===== src/rtl/servo_angle_ramp.sv =====
// Servo command stage: accepts angle commands, converts them to pulse-width
// counts and slews the duty output toward the target by at most STEP per frame.
module servo_angle_ramp #(
  parameter int FRAME       = 2000000,
  parameter int MIN_W       = 50000,
  parameter int SCALE       = 1111,
  parameter int STEP        = 5000,
  parameter int RESET_ANGLE = 90
) (
  input  logic        clk,
  input  logic        reset,
  input  logic        cmd_valid,
  input  logic [7:0]  cmd_angle,
  output logic        cmd_ready,
  output logic [31:0] duty,
  output logic        frame_tick,
  output logic        busy
);

  localparam logic [31:0] FRAME_LAST = 32'(FRAME - 1);
  localparam logic [31:0] FRAME_PRE  = 32'(FRAME - 2);
  localparam logic [31:0] MIN_W_U    = 32'(MIN_W);
  localparam logic [31:0] SCALE_U    = 32'(SCALE);
  localparam logic [31:0] STEP_U     = 32'(STEP);
  localparam logic [7:0]  RST_ANGLE  = 8'(RESET_ANGLE);
  localparam logic [31:0] RST_WIDTH  = MIN_W_U + 32'(RESET_ANGLE) * SCALE_U;

  typedef enum logic [1:0] {IDLE, CALC, RAMP} state_t;

  state_t      state, state_next;
  logic [31:0] cnt;
  logic [31:0] target;
  logic [7:0]  angle;
  logic        handshake;
  logic [31:0] duty_slewed;

  function automatic logic [7:0] clamp_angle(input logic [7:0] a);
    return (a > 8'd180) ? 8'd180 : a;
  endfunction

  function automatic logic [31:0] angle_to_width(input logic [7:0] a);
    return MIN_W_U + {24'd0, a} * SCALE_U;
  endfunction

  // Magnitude is taken by comparison first so the subtraction never wraps.
  function automatic logic [31:0] slew(input logic [31:0] cur, input logic [31:0] tgt);
    if (tgt >= cur) begin
      return ((tgt - cur) <= STEP_U) ? tgt : cur + STEP_U;
    end else begin
      return ((cur - tgt) <= STEP_U) ? tgt : cur - STEP_U;
    end
  endfunction

  assign cmd_ready   = (state != CALC);
  assign busy        = (state != IDLE);
  assign handshake   = cmd_valid & cmd_ready;
  assign duty_slewed = slew(duty, target);

  // frame_tick is registered one count early so it is high while cnt == FRAME-1
  always_ff @(posedge clk) begin
    if (reset) begin
      cnt        <= '0;
      frame_tick <= 1'b0;
    end else begin
      cnt        <= (cnt == FRAME_LAST) ? '0 : cnt + 32'd1;
      frame_tick <= (cnt == FRAME_PRE);
    end
  end

  always_ff @(posedge clk) begin
    if (reset) state <= IDLE;
    else       state <= state_next;
  end

  always_comb begin
    state_next = state;
    case (state)
      IDLE: if (handshake) state_next = CALC;
      CALC: state_next = RAMP;
      RAMP: begin
        if (handshake)                                 state_next = CALC;
        else if (frame_tick && duty_slewed == target)  state_next = IDLE;
      end
      default: state_next = IDLE;
    endcase
  end

  always_ff @(posedge clk) begin
    if (reset) begin
      duty   <= RST_WIDTH;
      target <= RST_WIDTH;
      angle  <= RST_ANGLE;
    end else begin
      if (handshake)                     angle  <= clamp_angle(cmd_angle);
      if (state == CALC)                 target <= angle_to_width(angle);
      if (state == RAMP && frame_tick)   duty   <= duty_slewed;
    end
  end

endmodule

===== config.mk =====
export PLATFORM = sky130hd
export DESIGN_NAME = servo_angle_ramp
export DESIGN_NICKNAME = d
export VERILOG_FILES = /design/src/rtl/servo_angle_ramp.sv
export SDC_FILE = /design/constraint.sdc
export NUM_CORES = 1
export LEC_CHECK = 0
export CAP_MARGIN = 30
export CORE_MARGIN = 2
export CORE_UTILIZATION = 35
export CTS_CLUSTER_SIZE = 10
export DETAILED_ROUTE_END_ITERATION = 10
export DONT_BUFFER_PORTS = 1
export GPL_TIMING_DRIVEN = 0
export SKIP_CTS_REPAIR_TIMING = 1
export SYNTH_ARGS = -nofsm -noshare
export SYNTH_HDL_FRONTEND = slang
export SYNTH_SLANG_ARGS = --single-unit

===== constraint.sdc =====
create_clock -name clk -period 11.1 [get_ports clk]
set_clock_uncertainty 0.05 [all_clocks]
set_input_delay 2.22 -clock clk [delete_from_list [all_inputs] [get_ports clk]]
set_output_delay 2.22 -clock clk [all_outputs]
set_load 0.005 [all_outputs]

# Word level (Yosys, flattened, before mapping)
# Cells that the tools add are included.
# word_totals
ff_bits,107
inputBits,11
output_inout_bits,35
wordCells,40
# op_classes
n_addsub,6
n_mul,1
order_cmp,4
eq_ne,8
muxes,8
bitwise_logic,1
reduce_logical,6
# ops
operator,n
32-bit 2-to-1 mux,3
32-bit by 21-bit equality test with 1-bit output (second input constant),2
32-bit by 13-bit less-or-equal comparator with 1-bit output (second input constant),2
32-bit subtractor,2
32-bit by 1-bit adder with 32-bit output (second input constant),1
32-bit by 13-bit adder with 32-bit output (second input constant),1
32-bit equality test,1
32-bit greater-or-equal comparator,1
32-bit by 13-bit subtractor with 32-bit output (second input constant),1
16-bit by 19-bit adder with 20-bit output (first input constant),1
8-bit by 11-bit multiplier with 19-bit output (second input constant),1
8-bit greater-than comparator (second input constant),1
8-bit 2-to-1 mux,1
2-bit 2-to-1 mux,3
2-bit case mux with 3 select lines,1
3-bit != test (second input constant),1
2-bit by 1-bit equality test with 1-bit output (second input constant),1
2-bit equality test (second input constant),1
1-bit logical AND,2
2-bit zero test,1
2-bit by 1-bit != test with 1-bit output (second input constant),1
2-bit != test (second input constant),1
2-bit AND reduction,1
2-bit nonzero test,1
2 further kinds,2

# Logic depth before layout (Yosys ltp)
# Gate-level depths: netlist (run 1).
# logic_depth
depth_word,9
ltp_mapped,20
ltp_nobuf,20

# Worst setup path before layout (run 1)
# OpenSTA, ideal clock, no wires.
# synth_timing
path_type,register to register
from,register angle[5]
to,register target[19]
setup_ns,0.117
t_arrival_ns,4.260
required_ns,10.933
slack_ns,6.672
stages_incl_launch_ff,17
path_buffers,0
synth_period_minus_slack_ns,4.428
cell_sequence,dfxtp_1 fa_1 inv_1 fa_1 fa_1 inv_1 fa_1 ha_1 inv_1 o21ai_0 a21oi_1 o21ai_0 a21oi_1 o21ai_0 o41ai_1 o21bai_1 a32o_1
# synth_between
elab_chain_len,2
# synth_rtl
element,line,text
"start, declared",33,logic [7:0] angle;
"start signal, assigned",94,if (handshake) angle <= clamp_angle(cmd_angle);
8-bit by 11-bit multiplier with 19-bit output,42,"return MIN_W_U + {24'd0, a} * SCALE_U;"
16-bit by 19-bit adder with 20-bit output,42,
"end signal, assigned",95,if (state == CALC) target <= angle_to_width(angle);
"end, declared",32,logic [31:0] target;
# Every way passes these cells.
# A chain may end at the register's enable or synchronous reset.

# Final worst setup path (run 1)
# layout_timing
from,register duty[12]
to,register duty[18]
# layout_between
elab_chain_len,4
word_cells_on_any_way,10
classes_between,add/sub: 4; order compare: 3; mux: 3
# layout_rtl
element,line,text
"start, declared",15,"output logic [31:0] duty,"
"start signal, assigned",96,if (state == RAMP && frame_tick) duty <= duty_slewed;
"32-bit subtractor, on equally long branches","50, 48",
"32-bit by 13-bit less-or-equal comparator with 1-bit output, on equally long branches","50, 48",
"32-bit 2-to-1 mux, on equally long branches","50, 48",
32-bit 2-to-1 mux *,47,if (tgt >= cur) begin
# Mark *: on every way between the ends. The rest lies on a longest branch, timed or not.

==> reports/summary.txt, run 1 <==
clk root buf = clkbuf_16
#FFs+latches synth = 95
share of cells above drive strength 1 = 6.68%
# rows = 62
top cells by area, synth = dfxtp_1 (19%), ha_1 (11%), xnor2_1 (7.8%)
post-placement cell count = 1685
Worst Path Buf+Inv = 3
DR WL/cell = 19.1 µm
Avg Synthesized Cell Area = 7.72 µm²
post-route setup TNS = 0 ns
starting density of the core = 35.3%
gpl congestion = 0.975
Via density = 5.63
synthesized net count = 1423
Clock Path Buffers = 2
Synth Area in XOR/XNOR = 11.1%
clk_lat worst skew = 0.37 ns
Slew @ Worst Pin = 1.07 ns
CTS Sinks = 95
CORE AREA = 28500 µm²
Crit Path Category = reg -> reg
Worst-path clk slew = 0.08 ns
max cap viols = 0
CP Capture Type = flip-flop
Commonest cells post-synth = nor2_1 (112), inv_1 (101), nand2_1 (101), dfxtp_1 (95), a21oi_1 (93)
compound-cell area share of the yosys netlist = 24.3%
RSZ-0062 raised after global routing = false
final WL = 32.5 mm
DRC violations left = 0
Power Dens Cells = 165 nW/µm²
Rel. slew slack = 28.0%
PortBufs = 0
most numerous cell in the Yosys netlist = nor2_1
largest family of logic cells by synthesized area = compound AO/OA/AOI/OAI gates
max-slew violation count = 0
largest net degree at the start of global routing = 19
critical-path cell list = clkbuf_1, inv_1, ha_1, buf_2, and4_4, nand3_4, a21oi_4, nor4_2, or4_4, a22oi_1, nand4b_1, o41ai_2, o22ai_1, mux2i_1, a31oi_1
synthesized-area fraction occupied by adder cells = 15.3%
Top delay family on crit path = compound AO/OA/AOI/OAI gates
via count = 9581
Post-synth top flop = dfxtp_1
Post-synth EDFFs = 0
Required @ worst endpoint = 11.27 ns
Critical Path Start Type = flip-flop
Hold Vio Cnt, Final = 0
first-pass GRT wire length = 51.7 mm
HPWL Detailed = 26.3 mm
fin crit share = 46.2%
synthesized cell area = 10000 µm²
area of the die = 30100 µm²
TritonRoute pass-1 iters = 6
Synth area leader = dfxtp_1
CTS tree = done
Die Wd = 173 µm
nets@finish = 1434
TritonCTS Buffers = 9
Final ANT Viol Nets = 0
post-route insts no fill = 1701
number of global-route vias before repair = 9292
asr flop ratio synth = 0%
WP data arrival = 5.30 ns
crit-path max cell delay = 0.90 ns
Final min period = 5.13 ns
I/O pins = 46
Yosys warning count = 0
Setup-failing EPs final = 0
Hold Path Class = reg -> reg
total gr overflow = 0
CTS HTree Levels = 3
antenna violations before repair = 0
Worst IR Drop VDD = 102 µV
Iter 0 DRT Violations = 753
cells after synthesis = 1301
mux cell area share after synthesis = 1.37%
P_leak = 0.00430 µW
area share of the largest cell type after synthesis = 18.9%
Synth Area in Simple Gates = 22.3%
crit path max-delay cell type = o41ai_2
ANT cells = 0
status = completed
f_max = 195 MHz
sequential element share of the synthesized area = 18.9%
synth unique cells = 104
DIE HEIGHT = 173 µm
GRT Total Usage = 21.5%
Layout area overhead = 7.87%
CP Max Fanout = 10
layout make-up:
type / count / area (µm²)
Buffer: 65 / 302
Clock buffer: 9 / 225
Clock inverter: 7 / 85.1
Fill cell: 3039 / 17600
Inverter: 101 / 379
Multi-Input combinational cell: 1040 / 7470
Sequential cell: 95 / 1900
Tap cell: 384 / 480
worst paths after layout:
check                              start        to  slack (ns)  cells past startpoint
worst max-delay path            duty[12]  duty[18]        5.97                     15
worst min-delay path              cnt[0]    cnt[0]        0.44                      1
worst max register to register  duty[12]  duty[18]        5.97                     15
worst min register to register    cnt[0]    cnt[0]        0.44                      1
registers in the layout (all words and copies together) (netlist names):
name        cells
duty           32
angle           8
frame_tick      1
cnt            32
state           2
target         20
cells in the final DEF (no fill, tap or decap), types with 14 or more instances in the layout:
cell,n
nor4_1,23
xor2_1,38
nand3_1,44
inv_1,101
clkbuf_1,42
nor2_1,112
o211ai_1,14
xnor2_1,89
nand4_1,23
a31oi_1,16
o21ai_0,67
dfxtp_1,95
nor3_1,27
buf_2,16
nand2_1,101
fa_1,20
a211oi_1,16
ha_1,91
and3_1,15
a21oi_1,93
worst reg2reg max path: stages, from the launching register on:
cell and delay [ns]:
dfxtp_1 0.49, clkbuf_1 0.44, inv_1 0.21, ha_1 0.32, buf_2 0.19, and4_4 0.31
nand3_4 0.11, a21oi_4 0.28, nor4_2 0.13, or4_4 0.54, a22oi_1 0.26, nand4b_1 0.24
o41ai_2 0.90, o22ai_1 0.19, mux2i_1 0.21, a31oi_1 0.11
per-layer routing:
layer / track usage, % / wire [µm]
met1: 28.6 / 14600
met2: 35.8 / 14800
met3: 3.38 / 2130
met4: 6.67 / 883
met5: 0 / 0
power by group:
part,switching [µW],internal [µW],total [µW]
clock network,156,180,337
registers,26.4,353,380
logic,657,416,1070
through the flow:
step	worst slack, ns	instance area [µm²]	hold slack, ns	utilization, %	power [µW]
floorplan	6.67	10000	0.391	-	1190
global placement	6.06	10500	0.416	37.0	1440
detailed placement	6.04	10500	0.433	37.0	1440
CTS	6.00	10800	0.445	38.1	1790
global route	5.47	10800	0.474	38.1	1920
finish	5.97	10800	0.440	38.1	1790
kinds of logic after synthesis:
logic type      Yosys count
xor+xnor                127
flops                    95
fa+ha+maj               111
buf+inv                 166
mux                      13
simple gates            438
compound gates          351
(Power assumes the default switching activity.)
==> run 2, diff against run 1 <==
==> constraint.sdc (replaced) <==
create_clock -name clk -period 4.25 [get_ports clk]
set_clock_uncertainty 0.05 [all_clocks]
set_input_delay 0.85 -clock clk [delete_from_list [all_inputs] [get_ports clk]]
set_output_delay 0.85 -clock clk [all_outputs]
set_load 0.005 [all_outputs]
==> reports/summary.txt, run 2 (synthesis results as in run 1) <==
Rel. slew slack = 32.0%
CTS tree = done
Critical Path Start = angle[6]
CORE AREA = 28500 µm²
HPWL Detailed = 26.6 mm
share of cells above drive strength 1 = 16.5%
multi-input logic area = 7860 µm²
clk root buf = clkbuf_16
Slew @ Worst Pin = 1.01 ns
Layout area overhead = 16.2%
largest net degree at the start of global routing = 19
antenna violations before repair = 0
via count = 9924
GRT Total Usage = 21.8%
Hold Path Class = reg -> reg
gpl congestion = 0.957
max-slew violation count = 0
Die Wd = 173 µm
Iter 0 DRT Violations = 825
fin crit share = 102%
Clock Path Buffers = 2
nets@finish = 1468
# rows = 62
I/O pins = 46
Reg area = 1970 µm²
Final ANT Viol Nets = 0
fin util = 41.0%
hold_ws = 0.432 ns
Setup-failing EPs final = 3
Power Dens Cells = 448 nW/µm²
final WL = 34.0 mm
DR WL/cell = 19.6 µm
Fillers = 2892
r2r endpoint = target[18]
Hold Vio Cnt, Final = 0
number of global-route vias before repair = 9432
status = complete, but fails checks
placed inst area = 10500 µm²
PortBufs = 0
Worst IR Drop VDD = 246 µV
Final min period = 4.35 ns
fin area = 11700 µm²
total gr overflow = 0
WP data arrival = 4.53 ns
Critical Path Start Type = flip-flop
area of the die = 30100 µm²
DRC violations left = 0
f_max = 230 MHz
commonest non-fill, non-tap cell in the layout = nor2_1
CP Max Fanout = 3
worst setup path endpoint = target[18]
post-placement cell count = 1685
top flop regs = cnt (32), duty (32), target (20)
Crit Path Category = reg -> reg
DIE HEIGHT = 173 µm
CTS HTree Levels = 3
RSZ-0062 raised after global routing = true
Final WS setup = -0.0970 ns
CP Capture Type = flip-flop
clk_lat worst skew = 0.36 ns
commonest cells after routing, fill and taps aside = nor2_1 (109), nand2_1 (98), inv_1 (93)
TritonCTS Buffers = 9
failing checks = negative setup slack
post-route insts no fill = 1735
TritonRoute pass-1 iters = 6
Worst R2R Path Depth = 17
max cap viols = 0
ANT cells = 0
worst flop-to-flop path startpoint = angle[6]
starting density of the core = 35.3%
Required @ worst endpoint = 4.43 ns
first-pass GRT wire length = 52.4 mm
post-route setup TNS = -0.192 ns
P_leak = 0.00461 µW
CTS Sinks = 95
flop-to-flop setup slack = -0.1 ns
Via density = 5.72
Worst-path clk slew = 0.07 ns
## run 2: changes by cell type in the layout (fill, tap and decap cells not counted), sizes merged
| cell | delta |
|---|---|
| clkbuf | -2 |
| inv | -3 |
| buf | +36 |
| clkinvlp | +3 |
## run 2: area by class of cell
class	count	share of cell area (%)
clock inverter	7	0.729
buffer	64	3.25
sequential	95	16.8
inverter	101	3.34
multi-input combinational	1040	67.3
tap	384	4.12
clock buffer	9	1.93
timing repair buffer	35	2.50
## run 2: worst min-delay path by stage
stage	start	to	slack [ns]	cells after the start
after floorplan	cnt[0]	cnt[0]	0.39	1
after global placement	cnt[0]	cnt[0]	0.41	1
after detailed placement	cnt[0]	cnt[0]	0.42	1
after CTS	cnt[0]	cnt[0]	0.44	1
after global routing	cnt[0]	cnt[0]	0.45	1
final	cnt[0]	cnt[0]	0.43	1
## run 2: power by group
group	leakage, µW	internal, µW	total (µW)	switching (µW)
clock	0.000152	471	892	421
combinational	0.00368	1400	3340	1940
sequential	0.000777	916	988	71.5
## run 2: per-stage QoR
| stage | power (µW) | setup slack [ns] |
|---|---|---|
| 6_report | 5220 | -0.0970 |
| 5_1_grt | 5530 | -0.255 |
| 4_1_cts | 4670 | -0.705 |
| 3_5_place_dp | 3770 | -0.683 |
| 3_3_place_gp | 3780 | -0.685 |
| 2_1_floorplan | 3110 | -0.0333 |
## run 2: critical path: stages, from the launching register on
cell	delay, ns
dfxtp_4	0.36
fa_1	0.55
inv_2	0.04
fa_1	0.49
fa_1	0.51
inv_1	0.05
fa_1	0.48
ha_4	0.30
o21ai_4	0.06
a21boi_2	0.16
o21ai_2	0.10
a21oi_2	0.16
o21ai_2	0.09
a21boi_2	0.21
o31ai_4	0.11
a21oi_2	0.18
mux2i_1	0.23
o31ai_1	0.09
## run 2: routing by layer
metal	routed length, µm	global-route usage (%)
met1	15100	28.9
met2	15900	36.2
met3	1870	2.83
met4	1100	8.05
met5	0	0
==> run 3, diff against run 2 <==
--- a/config.mk
+++ b/config.mk
@@ -12,6 +12,7 @@
 export DETAILED_ROUTE_END_ITERATION = 10
 export DONT_BUFFER_PORTS = 1
 export GPL_TIMING_DRIVEN = 0
+export PLACE_DENSITY_LB_ADDON = 0.08
 export SKIP_CTS_REPAIR_TIMING = 1
 export SYNTH_ARGS = -nofsm -noshare
 export SYNTH_HDL_FRONTEND = slang
==> reports/summary.txt, run 3 (synthesis results as in run 1) <==
nets@finish = 1468
HPWL Detailed = 28.1 mm
Comb pwr share = 64.9%
Hold Vio Cnt, Final = 0
status = complete, but fails checks
Final WS setup = -0.183 ns
Sw Ratio = 47.0%
# rows = 62
post-route insts no fill = 1735
number of global-route vias before repair = 9496
r2r endpoint = target[18]
TritonCTS Buffers = 9
first-pass GRT wire length = 54.0 mm
M3 GR Usage = 2.61%
area of the die = 30100 µm²
Final ANT Viol Nets = 0
CP Capture Type = flip-flop
Hold Path Class = reg -> reg
ANT cells = 0
Internal Power = 2880 µW
Clock Path Buffers = 2
PortBufs = 0
largest net degree at the start of global routing = 20
Layout area overhead = 16.6%
post-placement cell count = 1686
post-route setup TNS = -0.473 ns
gpl congestion = 0.935
WP data arrival = 4.62 ns
commonest non-fill, non-tap cell in the layout = nor2_1
fin crit share = 104%
final WL = 35.4 mm
clk root buf = clkbuf_16
share of cells above drive strength 1 = 17.2%
Reg area = 1950 µm²
hold_ws = 0.442 ns
CORE AREA = 28500 µm²
antenna violations before repair = 0
Critical Path Start = angle[7]
sequential share of power = 18.2%
GR Util met1 = 29.8%
Crit Path Category = reg -> reg
Die Wd = 173 µm
multi-input logic area = 7940 µm²
Slew @ Worst Pin = 0.987 ns
overall power = 5440 µW
Worst R2R Path Depth = 17
GRT Total Usage = 22.8%
commonest cells after routing, fill and taps aside = nor2_1 (109), nand2_1 (99), inv_1 (96)
Fillers = 2992
Via density = 5.63
RSZ-0062 raised after global routing = true
Power Dens Cells = 464 nW/µm²
CP Max Fanout = 4
max-slew violation count = 0
flop-to-flop setup slack = -0.18 ns
TritonRoute pass-1 iters = 6
Rel. slew slack = 34.2%
DR WL/cell = 20.4 µm
clk_lat worst skew = 0.37 ns
Iter 0 DRT Violations = 671
CTS HTree Levels = 3
busiest grt layer = met2
Setup-failing EPs final = 4
P_leak = 0.00463 µW
failing checks = negative setup slack
worst setup path endpoint = target[18]
Worst IR Drop VDD = 226 µV
max cap viols = 0
worst flop-to-flop path startpoint = angle[7]
starting density of the core = 35.3%
M2 GR Usage = 39.2%
Required @ worst endpoint = 4.44 ns
CTS tree = done
worst slack, placed = -0.693 ns
Worst-path clk slew = 0.08 ns
Critical Path Start Type = flip-flop
Final min period = 4.43 ns
total gr overflow = 0
clock share of power = 16.9%
DRC violations left = 0
top flop regs = cnt (32), duty (32), target (20)
via count = 9774
f_max = 226 MHz
I/O pins = 46
CTS Sinks = 95
DIE HEIGHT = 173 µm
P_sw = 2550 µW
run 3: changes by cell type in the layout (fill, tap and decap cells not counted), sizes merged:
cell,before,now
clkinvlp,4,2
buf,59,60
clkbuf,49,48
clkinv,1,3
run 3: final cells by class:
type	instances	share of cell area [%]
buffer	63	3.11
clock buffer	9	1.92
clock inverter	7	0.833
inverter	101	3.32
multi-input combinational	1040	67.7
sequential	95	16.6
tap	384	4.10
timing repair buffer	36	2.37
run 3: through the flow:
stage               instance area [µm²]  utilization, %
finish                            11700            41.2
global route                      11700            41.2
CTS                               10900            38.2
detailed placement                10500            37.0
global placement                  10500            37.0
floorplan                         10100               -
run 3: worst max-delay path: stages (launching register included):
cell      delay [ns]
dfxtp_4         0.37
fa_1            0.55
inv_2           0.04
fa_1            0.49
fa_1            0.51
inv_1           0.05
fa_1            0.48
ha_4            0.31
o21ai_4         0.06
a21boi_2        0.17
o21ai_2         0.10
a21oi_2         0.16
o21ai_2         0.10
a21boi_2        0.21
o31ai_2         0.13
a21oi_2         0.20
mux2i_1         0.24
o31ai_1         0.10
run 3: routing by layer:
metal | vias to the layer above | part of all wire [%]
li1 | 4769 | -
met2 | 265 | 47
met4 | 0 | 3.0
met3 | 49 | 5.0
met5 | - | 0
met1 | 4691 | 45
run 3: how the worst min path moves through the flow:
| stage | start | end | slack (ns) | cells past startpoint |
|---|---|---|---|---|
| floorplan | cnt[0] | cnt[0] | 0.39 | 1 |
| global placement | cnt[0] | cnt[0] | 0.42 | 1 |
| detailed placement | cnt[0] | cnt[0] | 0.43 | 1 |
| CTS | cnt[0] | cnt[0] | 0.44 | 1 |
| global route | angle[7] | angle[7] | 0.48 | 2 |
| finish | cnt[0] | cnt[0] | 0.44 | 1 |
run 3: power by group through the flow:
stage / combinational, µW / clock (µW) / sequential, µW
global placement: 2830 / 0 / 1010
detailed placement: 2840 / 0 / 1010
global route: 3830 / 972 / 996
CTS: 2860 / 937 / 991
finish: 3530 / 919 / 990
floorplan: 2120 / 0 / 984
